--- src/rtl/timer_controller.sv ---
// Multi-channel timer: a shared prescaler feeds base ticks to per-channel period counters.
// Optional sticky overrun flags are built when TIMER_CTRL_OVERRUN_EN is defined.
module timer_controller #(
  parameter int unsigned PRESCALE = 10,
  parameter int unsigned CHANNELS = 4,
  parameter int unsigned PERIOD_W = 16
) (
  input  logic                clk,
  input  logic                reset,
  input  logic                enable,
  input  logic                cfg_we,
  input  logic [2:0]          cfg_addr,
  input  logic [PERIOD_W-1:0] cfg_period,
  input  logic                cfg_oneshot,
  input  logic [CHANNELS-1:0] ack,
  output logic                tick,
  output logic [CHANNELS-1:0] active,
  // "event" is a reserved word, hence the plural.
  output logic [CHANNELS-1:0] events,
  output logic [CHANNELS-1:0] overrun
);

  localparam int unsigned PrescW = (PRESCALE > 1) ? $clog2(PRESCALE) : 1;

  typedef enum logic {StIdle, StRun} ch_state_e;

  logic [PrescW-1:0] presc_q, presc_d;
  logic              tick_q, tick_d;

  ch_state_e           state_q  [CHANNELS];
  ch_state_e           state_d  [CHANNELS];
  logic [PERIOD_W-1:0] count_q  [CHANNELS];
  logic [PERIOD_W-1:0] count_d  [CHANNELS];
  logic [PERIOD_W-1:0] period_q [CHANNELS];
  logic [PERIOD_W-1:0] period_d [CHANNELS];
  logic [CHANNELS-1:0] oneshot_q, oneshot_d;
  logic [CHANNELS-1:0] event_q, event_d;
  logic [CHANNELS-1:0] cfg_hit, expire;

  always_comb begin
    presc_d = presc_q;
    tick_d  = 1'b0;
    if (enable) begin
      if (presc_q == PrescW'(PRESCALE - 1)) begin
        presc_d = '0;
        tick_d  = 1'b1;
      end else begin
        presc_d = presc_q + PrescW'(1);
      end
    end
  end

  // Out-of-range addresses never match any channel index.
  always_comb begin
    cfg_hit = '0;
    expire  = '0;
    for (int i = 0; i < CHANNELS; i++) begin
      cfg_hit[i] = cfg_we && (cfg_addr == 3'(i));
      expire[i]  = (state_q[i] == StRun) && tick_q &&
                   (count_q[i] == period_q[i] - PERIOD_W'(1));
    end
  end

  always_comb begin
    oneshot_d = oneshot_q;
    event_d   = event_q;
    for (int i = 0; i < CHANNELS; i++) begin
      state_d[i]  = state_q[i];
      count_d[i]  = count_q[i];
      period_d[i] = period_q[i];
      if (cfg_hit[i]) begin
        // A config write beats both expiry and ack on the same edge.
        state_d[i]   = (cfg_period != '0) ? StRun : StIdle;
        count_d[i]   = '0;
        period_d[i]  = cfg_period;
        oneshot_d[i] = cfg_oneshot;
        event_d[i]   = 1'b0;
      end else begin
        if (expire[i]) begin
          count_d[i] = '0;
          event_d[i] = 1'b1;
          if (oneshot_q[i]) state_d[i] = StIdle;
        end else begin
          if ((state_q[i] == StRun) && tick_q) count_d[i] = count_q[i] + PERIOD_W'(1);
          if (ack[i]) event_d[i] = 1'b0;
        end
      end
    end
  end

  always_ff @(posedge clk) begin
    if (reset) begin
      presc_q   <= '0;
      tick_q    <= 1'b0;
      oneshot_q <= '0;
      event_q   <= '0;
      for (int i = 0; i < CHANNELS; i++) begin
        state_q[i]  <= StIdle;
        count_q[i]  <= '0;
        period_q[i] <= '0;
      end
    end else begin
      presc_q   <= presc_d;
      tick_q    <= tick_d;
      oneshot_q <= oneshot_d;
      event_q   <= event_d;
      for (int i = 0; i < CHANNELS; i++) begin
        state_q[i]  <= state_d[i];
        count_q[i]  <= count_d[i];
        period_q[i] <= period_d[i];
      end
    end
  end

  always_comb begin
    active = '0;
    for (int i = 0; i < CHANNELS; i++) active[i] = (state_q[i] == StRun);
  end

  assign tick   = tick_q;
  assign events = event_q;

`ifdef TIMER_CTRL_OVERRUN_EN
  logic [CHANNELS-1:0] overrun_q, overrun_d;

  always_comb begin
    overrun_d = overrun_q;
    for (int i = 0; i < CHANNELS; i++) begin
      if (cfg_hit[i]) begin
        overrun_d[i] = 1'b0;
      end else if (expire[i] && event_q[i] && !ack[i]) begin
        overrun_d[i] = 1'b1;
      end else if (ack[i]) begin
        overrun_d[i] = 1'b0;
      end
    end
  end

  always_ff @(posedge clk) begin
    if (reset) overrun_q <= '0;
    else       overrun_q <= overrun_d;
  end

  assign overrun = overrun_q;
`else
  assign overrun = '0;
`endif

endmodule

--- config.mk ---
export PLATFORM = sky130hd
export DESIGN_NAME = timer_controller
export DESIGN_NICKNAME = d
export VERILOG_FILES = /design/src/rtl/timer_controller.sv
export SDC_FILE = /design/constraint.sdc
export NUM_CORES = 1
export LEC_CHECK = 0
export ABC_AREA = 1
export CORE_AREA = 10 10 162 104
export DETAILED_ROUTE_END_ITERATION = 6
export DIE_AREA = 0 0 172 114
export PLACE_DENSITY = 0.79
export SYNTH_ARGS = -nofsm -noshare
export SYNTH_HDL_FRONTEND = slang
export SYNTH_SLANG_ARGS = --single-unit
--- constraint.sdc ---
create_clock -name clk -period 3.9 [get_ports clk]
set_input_delay 0.39 -clock clk [delete_from_list [all_inputs] [get_ports clk]]
set_output_delay 0.39 -clock clk [all_outputs]
set_load 0.02 [all_outputs]
==> flow_metrics.env, run 1 <==
export IMPL_status="finished clean"
export IMPL_rsz0062_at_grt="no"
export IMPL_yosysSeqAreaShare_pct=35.4
export IMPL_core_area_um2=14000
export IMPL_stdcell_count=1456
export IMPL_gp_congestion=0.873
export IMPL_tns_ns=0
export IMPL_min_period_over_period_pct=60.0
export IMPL_htreeDepth=4
export IMPL_path_buf_inv=1
export IMPL_post_synth_top_count_cell="nand2_1"
export IMPL_crit_family="simple AND/OR/NAND/NOR gates"
export IMPL_grt_max_degree=66
export IMPL_yosys_top_cells_count="nand2_1, nor2_1, inv_1"
export IMPL_tightest_slew_ns=0.571
export IMPL_drive_gt1_share_pct=5.72
export IMPL_fin_hold_ws_ns=0.470
export IMPL_antenna_cells=0
export IMPL_vias_per_cell=5.28
export IMPL_ys_ff_latch=145
export IMPL_p_per_area_nw_per_um2=412
export IMPL_cpMostUsedCell="nor2_1"
export IMPL_cts_buffers=17
export IMPL_clk_path_buf_depth=2
export IMPL_hold_class="reg -> reg"
export IMPL_routed_wl_mm=20.2
export IMPL_synth_area_um2=8200
export IMPL_highest_layer="met4"
export IMPL_crit_chain="inv_1 > ha_1 > nand3_1 > nor2_2 > xor2_1 > nand2_1 > nor2_1 > nand3b_1 > nor2_1 > or2_1 > nor2_1"
export IMPL_grt_overflow=0
export IMPL_grt_pass1_wl_mm=34.0
export IMPL_fill_cells=1247
export IMPL_async_reset_ff_share_pct=0
export IMPL_nets=1299
export IMPL_fin_worst_skew_ns=0.0162
export IMPL_crit_required_ns=4.19
export IMPL_critical_path_class="reg -> reg"
export IMPL_synth_distinct_cells=35
export IMPL_cp_slowest_cell="or2_1"
export IMPL_rows=34
export IMPL_postCtsHoldBufs=0
export IMPL_final_max_slew_violation_count=0
export IMPL_start_util_pct=58.4
export IMPL_synth_edf_count=0
export IMPL_finalHoldViolCount=0
export IMPL_grt_usage_pct=21.2
export IMPL_grt_pass1_vias=6980
export IMPL_firstDrtPassIters=5
export IMPL_slew_headroom_pct=61.9
export IMPL_die_area_um2=19600
export IMPL_yosys_area_top_type="dfxtp_1"
export IMPL_cts_root_buf="clkbuf_16"
export IMPL_pin_count=41
export IMPL_syn_inst=1235
export IMPL_area_delta_synth_final_pct=13.6
export IMPL_max_stage_delay_ns=0.50
export IMPL_arrival_ns=2.63
export IMPL_clkSlewWorstSetupHoldPaths_ns=0.06
export IMPL_finalSetupViolations=0
export IMPL_crit_path_max_fanout=16
export IMPL_dr_wl_met3_mm=1.28
export IMPL_cp_start_kind="flip-flop"
export IMPL_post_cts_buffers=0
export IMPL_synth_ff_type="dfxtp_1"
export IMPL_drc=0
export IMPL_cp_end_kind="flip-flop"
export IMPL_maxCapViolations=0
export IMPL_ant_nets=0
export IMPL_clock_sinks=145
export IMPL_p_leak_nw=4.02
export IMPL_antenna_found_initial=0
export IMPL_ys_warn_count=0
export IMPL_drt_iter0_drc=754
export IMPL_hpwl_mm=14.7
export IMPL_die_x_um=172
export IMPL_cts_tree="yes"
export IMPL_avgRoutedWirePerCell_um=13.9
export IMPL_netlist_area_leader_share_pct=35.4
export IMPL_num_vias=7682
export IMPL_insertion_delay_ns=0.43
export IMPL_placed_cells=1424
export IMPL_fmax_mhz=427
export IMPL_min_period_ns=2.34
export IMPL_wirelength_met1_mm=10.3
export IMPL_synth_area_top_cells="dfxtp_1, nand2_1, nor2_1, inv_1, xor2_1"
export IMPL_wl_met2_mm=8.38
export IMPL_die_h_um=114
export IMPL_ir_drop_v=0.000293
export IMPL_ctsResizeCount=0
export IMPL_io_buffers=36
export IMPL_syn_avg_cell_area_um2=6.64
[stage by stage]
stage          power (W)  worst slack [ns]  area [um2]  util (%)
3_5_place_dp     0.00202              1.29        8660      61.7
3_3_place_gp     0.00201              1.33        8660      61.7
6_report         0.00384              1.56        9310      66.3
2_1_floorplan    0.00191              2.03        8210         -
5_1_grt          0.00398              1.30        9310      66.3
4_1_cts          0.00384              1.56        9310      66.3
[final cells by class]
cell class / count / area [um2] / area share [%]
Timing Repair Buffer: 41 / 398 / 4.27
Multi-Input combinational cell: 900 / 4540 / 48.7
Inverter: 158 / 593 / 6.37
Tap cell: 180 / 225 / 2.42
Clock inverter: 14 / 226 / 2.43
Sequential cell: 145 / 2900 / 31.2
Clock buffer: 18 / 429 / 4.61
[path summary, 6_finish.rpt]
path,start,endpoint,slack (ns),cells past startpoint
min,period_q[0][15]$_SDFFE_PP0P_,period_q[0][15]$_SDFFE_PP0P_,0.47,2
max reg2reg,period_q[2][0]$_SDFFE_PP0P_,count_q[2][13]$_SDFFE_PP0P_,1.56,11
min reg2reg,period_q[0][15]$_SDFFE_PP0P_,period_q[0][15]$_SDFFE_PP0P_,0.47,2
max,period_q[2][0]$_SDFFE_PP0P_,count_q[2][13]$_SDFFE_PP0P_,1.56,11
[placed cells by master (no fill, tap or decap), drive strengths merged, types with 8 or more instances in the layout]
cell type      count
nand3b            15
nand2            263
o21ai             87
nor3              29
xor2              63
or2               10
nor2             194
ha                 8
clkdlybuf4s50     36
inv              162
nand3             74
dfxtp            145
clkbuf            18
a21oi             96
xnor2             26
nand4             19
[power breakdown]
| group | internal (W) | leakage (nW) | switching, W |
|---|---|---|---|
| registers | 0.00151 | 1.17 | 0.0000329 |
| clock network | 0.00115 | 0.312 | 0.000689 |
| logic | 0.000169 | 2.53 | 0.000291 |
[sequential cells by signal, summed over array words and instances (netlist names)]
| register | cells |
|---|---|
| events | 4 |
| presc_q | 4 |
| tick | 1 |
| oneshot_q | 4 |
| state_q | 4 |
| count_q | 64 |
| period_q | 64 |
[worst register-to-register path, cell delays in order (launching register included)]
cell and delay [ns]:
dfxtp_1 0.35, inv_1 0.09, ha_1 0.18, nand3_1 0.20
nor2_2 0.21, xor2_1 0.17, nand2_1 0.07, nor2_1 0.08
nand3b_1 0.08, nor2_1 0.18, or2_1 0.50, nor2_1 0.11
[logic make-up (layout without fill, tap and decap cells)]
logic type | Yosys count | in the layout | share of synthesized area (%)
other | 1 | 4 | 0.0457
AND/OR/NAND/NOR | 613 | 613 | 32.9
AO/OA/AOI/OAI | 186 | 186 | 11.4
XOR/XNOR | 89 | 89 | 9.51
adder cells (fa/ha/maj) | 8 | 8 | 1.22
buffers and inverters | 193 | 231 | 9.48
flip-flops | 145 | 145 | 35.4
[layer usage]
metal	GRT usage [%]	vias to the layer above
met2	31.6	214
met5	0	-
met3	3.38	27
met4	6.12	0
li1	-	3975
met1	30.6	3466
No activity file was read; power rests on OpenSTA's default activity.
==> run 2, diff against run 1 <==
clock period = 2.22 ns   (was 3.9 ns; I/O delays follow)
==> flow_metrics.env, run 2 (synthesis gave the netlist of run 1 again) <==
export IMPL_netSwitchingFraction_pct=27.1
export IMPL_ir_drop_v=0.000433
export IMPL_insertion_delay_ns=0.42
export IMPL_antenna_cells=0
export IMPL_fin_worst_skew_ns=0.00922
export IMPL_grt_usage_pct=20.7
export IMPL_min_period_over_period_pct=90.5
export IMPL_pwr_share_clk_pct=44.5
export IMPL_clkSlewWorstSetupHoldPaths_ns=0.06
export IMPL_cp_slowest_cell="dfxtp_1"
export IMPL_gp_congestion=0.926
export IMPL_rows=34
export IMPL_cpMostUsedCell="nand2_1"
export IMPL_area_delta_synth_final_pct=15.2
export IMPL_routed_wl_mm=20.6
export IMPL_ctsResizeCount=0
export IMPL_io_buffers=36
export IMPL_postCtsHoldBufs=0
export IMPL_pwr_share_comb_pct=13.3
export IMPL_grt_pass1_vias=6559
export IMPL_start_util_pct=58.4
export IMPL_firstDrtPassIters=6
export IMPL_cts_root_buf="clkbuf_16"
export IMPL_r2r_setup_slack_ns=0.21
export IMPL_pin_count=41
export IMPL_hold_class="in -> reg"
export IMPL_finalSetupViolations=0
export IMPL_drt_iter0_drc=790
export IMPL_cp_end_kind="flip-flop"
export IMPL_crit_chain="inv_1 > ha_2 > nand2_1 > nor2_2 > nand2_1 > nand3_1 > nand2_1 > nor2_1 > nand2_1 > nor2_1 > nand2_2 > nand3_2 > nor2_1"
export IMPL_critical_path_class="reg -> reg"
export IMPL_cts_tree="yes"
export IMPL_die_x_um=172
export IMPL_r2r_end="count_q[0][12]$_SDFFE_PP0P_"
export IMPL_arrival_ns=2.32
export IMPL_worstHoldPathCells=4
export IMPL_antenna_found_initial=0
export IMPL_die_h_um=114
export IMPL_max_stage_delay_ns=0.32
export IMPL_vias_per_cell=5.26
export IMPL_p_leak_nw=4.09
export IMPL_finalHoldViolCount=0
export IMPL_hpwl_mm=14.9
export IMPL_die_area_um2=19600
export IMPL_final_max_slew_violation_count=0
export IMPL_grt_pass1_wl_mm=33.2
export IMPL_drive_gt1_share_pct=7.60
export IMPL_crit_required_ns=2.53
export IMPL_p_per_area_nw_per_um2=681
export IMPL_min_period_ns=2.01
export IMPL_clk_path_buf_depth=2
export IMPL_power_share_sequential_pct=42.1
export IMPL_rr_worst_depth=13
export IMPL_nets=1312
export IMPL_clock_sinks=145
export IMPL_htreeDepth=4
export IMPL_power_internal_w=0.00469
export IMPL_maxCapViolations=0
export IMPL_whs_endpoint="events[2]$_SDFFE_PP0P_"
export IMPL_hp_start="ack[2]"
export IMPL_reg_largest_list="count_q: 64 flops, period_q: 64 flops"
export IMPL_status="finished clean"
export IMPL_tns_ns=0
export IMPL_grt_max_degree=39
export IMPL_num_vias=7732
export IMPL_cts_buffers=17
export IMPL_post_cts_buffers=0
export IMPL_fmax_mhz=498
export IMPL_final_cell_mix="nand2_1, nor2_1, inv_1"
export IMPL_final_common_cell="nand2_1"
export IMPL_core_area_um2=14000
export IMPL_r2r_start="period_q[0][0]$_SDFFE_PP0P_"
export IMPL_finish_utilization_pct=67.3
export IMPL_drc=0
export IMPL_p_sw_w=0.00174
export IMPL_avgRoutedWirePerCell_um=14.1
export IMPL_grt_overflow=0
export IMPL_crit_path_max_fanout=8
export IMPL_fin_hold_ws_ns=0.416
export IMPL_cp_start_kind="flip-flop"
export IMPL_ant_nets=0
export IMPL_fill_cells=1231
==> run 2: changes by cell type in the layout (fill, tap and decap cells not counted), moves of 4 or more <==
cell	before	now
clkinvlp_4	2	6
nand3_4	0	4
nor2_1	185	181
buf_4	5	15
==> run 2: area by class of cell <==
cell class	count	area, um2	share of cell area, %
inverter	158	593	6.28
timing repair buffer	52	493	5.22
tap	180	225	2.38
sequential	145	2900	30.7
clock inverter	12	133	1.40
multi-input combinational	902	4640	49.1
clock buffer	20	457	4.84
==> run 2: per-stage QoR <==
| step | std cells | power (W) | area (um2) | setup WS [ns] |
|---|---|---|---|---|
| 2_1_floorplan | 1238 | 0.00335 | 8210 | 0.349 |
| 3_3_place_gp | 1435 | 0.00355 | 8750 | 0.0851 |
| 3_5_place_dp | 1435 | 0.00357 | 8750 | 0.0503 |
| 4_1_cts | 1467 | 0.00642 | 9340 | 0.0373 |
| 5_1_grt | 1469 | 0.00669 | 9450 | -0.0104 |
| 6_report | 1469 | 0.00643 | 9450 | 0.212 |
==> run 2: power by group through the flow <==
stage / Clock (W) / Sequential (W) / Combinational [W]
floorplan: 0 / 0.00274 / 0.000607
global placement: 0 / 0.00276 / 0.000793
detailed placement: 0 / 0.00276 / 0.000807
CTS: 0.00289 / 0.00271 / 0.000820
global route: 0.00301 / 0.00271 / 0.000966
finish: 0.00286 / 0.00271 / 0.000858
==> run 2: critical path, delay by kind of cell (launching register included) <==
kind	cells	cell delay (ns)
simple gates	11	1.24
fa+ha+maj	1	0.25
flops	1	0.32
buf+inv	1	0.10
==> run 2: worst max-delay path by stage <==
stage | startpoint | endpoint | slack (ns) | cells past startpoint
CTS | period_q[1][0]$_SDFFE_PP0P_ | count_q[1][3]$_SDFFE_PP0P_ | 0.04 | 11
global route | period_q[3][0]$_SDFFE_PP0P_ | count_q[3][13]$_SDFFE_PP0P_ | -0.01 | 12
floorplan | period_q[1][0]$_SDFFE_PP0P_ | count_q[1][12]$_SDFFE_PP0P_ | 0.35 | 12
finish | period_q[0][0]$_SDFFE_PP0P_ | count_q[0][12]$_SDFFE_PP0P_ | 0.21 | 13
global placement | period_q[1][0]$_SDFFE_PP0P_ | count_q[1][0]$_SDFFE_PP0P_ | 0.09 | 11
detailed placement | period_q[1][0]$_SDFFE_PP0P_ | count_q[1][0]$_SDFFE_PP0P_ | 0.05 | 13
==> run 2: layer usage <==
metal	GRT usage (%)	routed length [um]
met1	32.2	10500
met2	27.9	8240
met3	3.52	1590
met4	6.29	273
met5	0	0
==> run 3, diff against run 2 <==
CORE_AREA = 10 10 169 108   (was 10 10 162 104)
DIE_AREA = 0 0 179 118   (was 0 0 172 114)
PLACE_DENSITY = 0.73   (was 0.79)
clock period = 2.2 ns   (was 2.22 ns; I/O delays follow)
==> flow_metrics.env, run 3 (synthesis gave the netlist of run 1 again) <==
export IMPL_clk_path_buf_depth=2
export IMPL_die_x_um=179
export IMPL_critical_path_class="reg -> reg"
export IMPL_core_area_um2=15100
export IMPL_antenna_cells=0
export IMPL_io_buffers=36
export IMPL_finalHoldViolCount=0
export IMPL_finalSetupViolations=0
export IMPL_final_common_cell="nand2_1"
export IMPL_finish_utilization_pct=63.2
export IMPL_grt_max_degree=40
export IMPL_p_per_area_nw_per_um2=690
export IMPL_rr_worst_depth=11
export IMPL_drc=0
export IMPL_ir_drop_v=0.000445
export IMPL_arrival_ns=2.32
export IMPL_p_leak_nw=4.12
export IMPL_clkSlewWorstSetupHoldPaths_ns=0.06
export IMPL_die_area_um2=21100
export IMPL_status="finished clean"
export IMPL_min_period_over_period_pct=91.6
export IMPL_ff_latch_area_um2=2910
export IMPL_fill_cells=1369
export IMPL_ant_nets=0
export IMPL_gp_congestion=0.917
export IMPL_reg_largest_list="count_q: 64 flops, period_q: 64 flops"
export IMPL_cts_tree="yes"
export IMPL_cp_start_kind="flip-flop"
export IMPL_area_delta_synth_final_pct=16.4
export IMPL_crit_path_max_fanout=8
export IMPL_drt_iter0_drc=832
export IMPL_insertion_delay_ns=0.42
export IMPL_routed_wl_mm=21.0
export IMPL_drive_gt1_share_pct=8.04
export IMPL_grt_usage_pct=19.6
export IMPL_hpwl_mm=15.3
export IMPL_firstDrtPassIters=6
export IMPL_whs_endpoint="events[2]$_SDFFE_PP0P_"
export IMPL_worstHoldPathCells=4
export IMPL_rows=35
export IMPL_grt_pass1_vias=6863
export IMPL_r2r_end="count_q[1][0]$_SDFFE_PP0P_"
export IMPL_cp_end_kind="flip-flop"
export IMPL_hold_class="in -> reg"
export IMPL_hp_start="ack[2]"
export IMPL_final_max_slew_violation_count=0
export IMPL_vias_per_cell=5.13
export IMPL_cts_buffers=17
export IMPL_dpl_worst_slack_ns=0.0153
export IMPL_post_cts_buffers=0
export IMPL_cts_root_buf="clkbuf_16"
export IMPL_pin_count=41
export IMPL_final_cell_mix="nand2_1, nor2_1, inv_1"
export IMPL_r2r_start="period_q[1][0]$_SDFFE_PP0P_"
export IMPL_fin_worst_skew_ns=0.0128
export IMPL_fmax_mhz=496
export IMPL_die_h_um=118
export IMPL_crit_required_ns=2.50
export IMPL_multi_input_area_um2=4650
export IMPL_maxCapViolations=0
export IMPL_clock_sinks=145
export IMPL_grt_pass1_wl_mm=34.4
export IMPL_avgRoutedWirePerCell_um=14.1
export IMPL_grt_overflow=0
export IMPL_nets=1317
export IMPL_htreeDepth=4
export IMPL_layout_setup_ws_ns=0.184
export IMPL_num_vias=7675
export IMPL_min_period_ns=2.02
export IMPL_antenna_found_initial=0
export IMPL_r2r_setup_slack_ns=0.18
export IMPL_start_util_pct=54.3
[run 3: power breakdown]
group	total, W	internal [W]	switching, W
registers	0.00273	0.00268	0.0000582
logic	0.000864	0.000328	0.000536
clock network	0.00299	0.00182	0.00117
[run 3: layout make-up]
type,instances,area share [%]
sequential,145,30.4
tap,203,2.66
timing repair buffer,56,5.65
clock buffer,19,4.64
inverter,158,6.21
multi-input combinational,903,48.7
clock inverter,13,1.69
[run 3: what timing repair did]
item / in CTS / in global routing
hold buffers: 0 / 0
setup endpoints to repair: 0 / 65
resized for setup: 0 / 21
[run 3: per-layer routing]
metal | share of wire (%) | vias to the layer above | global-route usage [%]
li1 | - | 4020 | -
met1 | 53 | 3404 | 30.4
met2 | 39 | 231 | 26.5
met3 | 6.3 | 20 | 3.40
met4 | 1.1 | 0 | 5.15
met5 | 0 | - | 0
[run 3: per-stage QoR]
stage                     setup TNS (ns)  hold WS (ns)  instance area, um2  total power [W]  instances
after global placement                 0         0.447                8820          0.00360       1462
after global routing             -0.0637         0.464                9550          0.00685       1497
after detailed placement               0         0.444                8820          0.00361       1462
after floorplan                        0         0.297                8210          0.00338       1238
final                                  0         0.410                9550          0.00658       1497
after CTS                              0         0.408                9430          0.00657       1494
[run 3: worst max-delay path by stage]
| stage | start | to | depth (start not counted) |
|---|---|---|---|
| finish | period_q[1][0]$_SDFFE_PP0P_ | count_q[1][0]$_SDFFE_PP0P_ | 11 |
| global route | period_q[3][0]$_SDFFE_PP0P_ | count_q[3][7]$_SDFFE_PP0P_ | 15 |
| CTS | period_q[1][0]$_SDFFE_PP0P_ | count_q[1][1]$_SDFFE_PP0P_ | 11 |
| detailed placement | period_q[1][0]$_SDFFE_PP0P_ | count_q[1][8]$_SDFFE_PP0P_ | 11 |
| global placement | period_q[1][0]$_SDFFE_PP0P_ | count_q[1][2]$_SDFFE_PP0P_ | 11 |
| floorplan | period_q[1][0]$_SDFFE_PP0P_ | count_q[1][12]$_SDFFE_PP0P_ | 12 |
[run 3: worst max-delay path, stage by stage, from the launching register on]
cell and delay, ns:
dfxtp_1 0.34, inv_1 0.08, ha_1 0.23, nand2_2 0.11
nor2_2 0.21, nand2_1 0.09, nand3_1 0.09, nand2_1 0.06
nor3_1 0.29, nand2_2 0.19, nand3_4 0.15, nor2_1 0.06
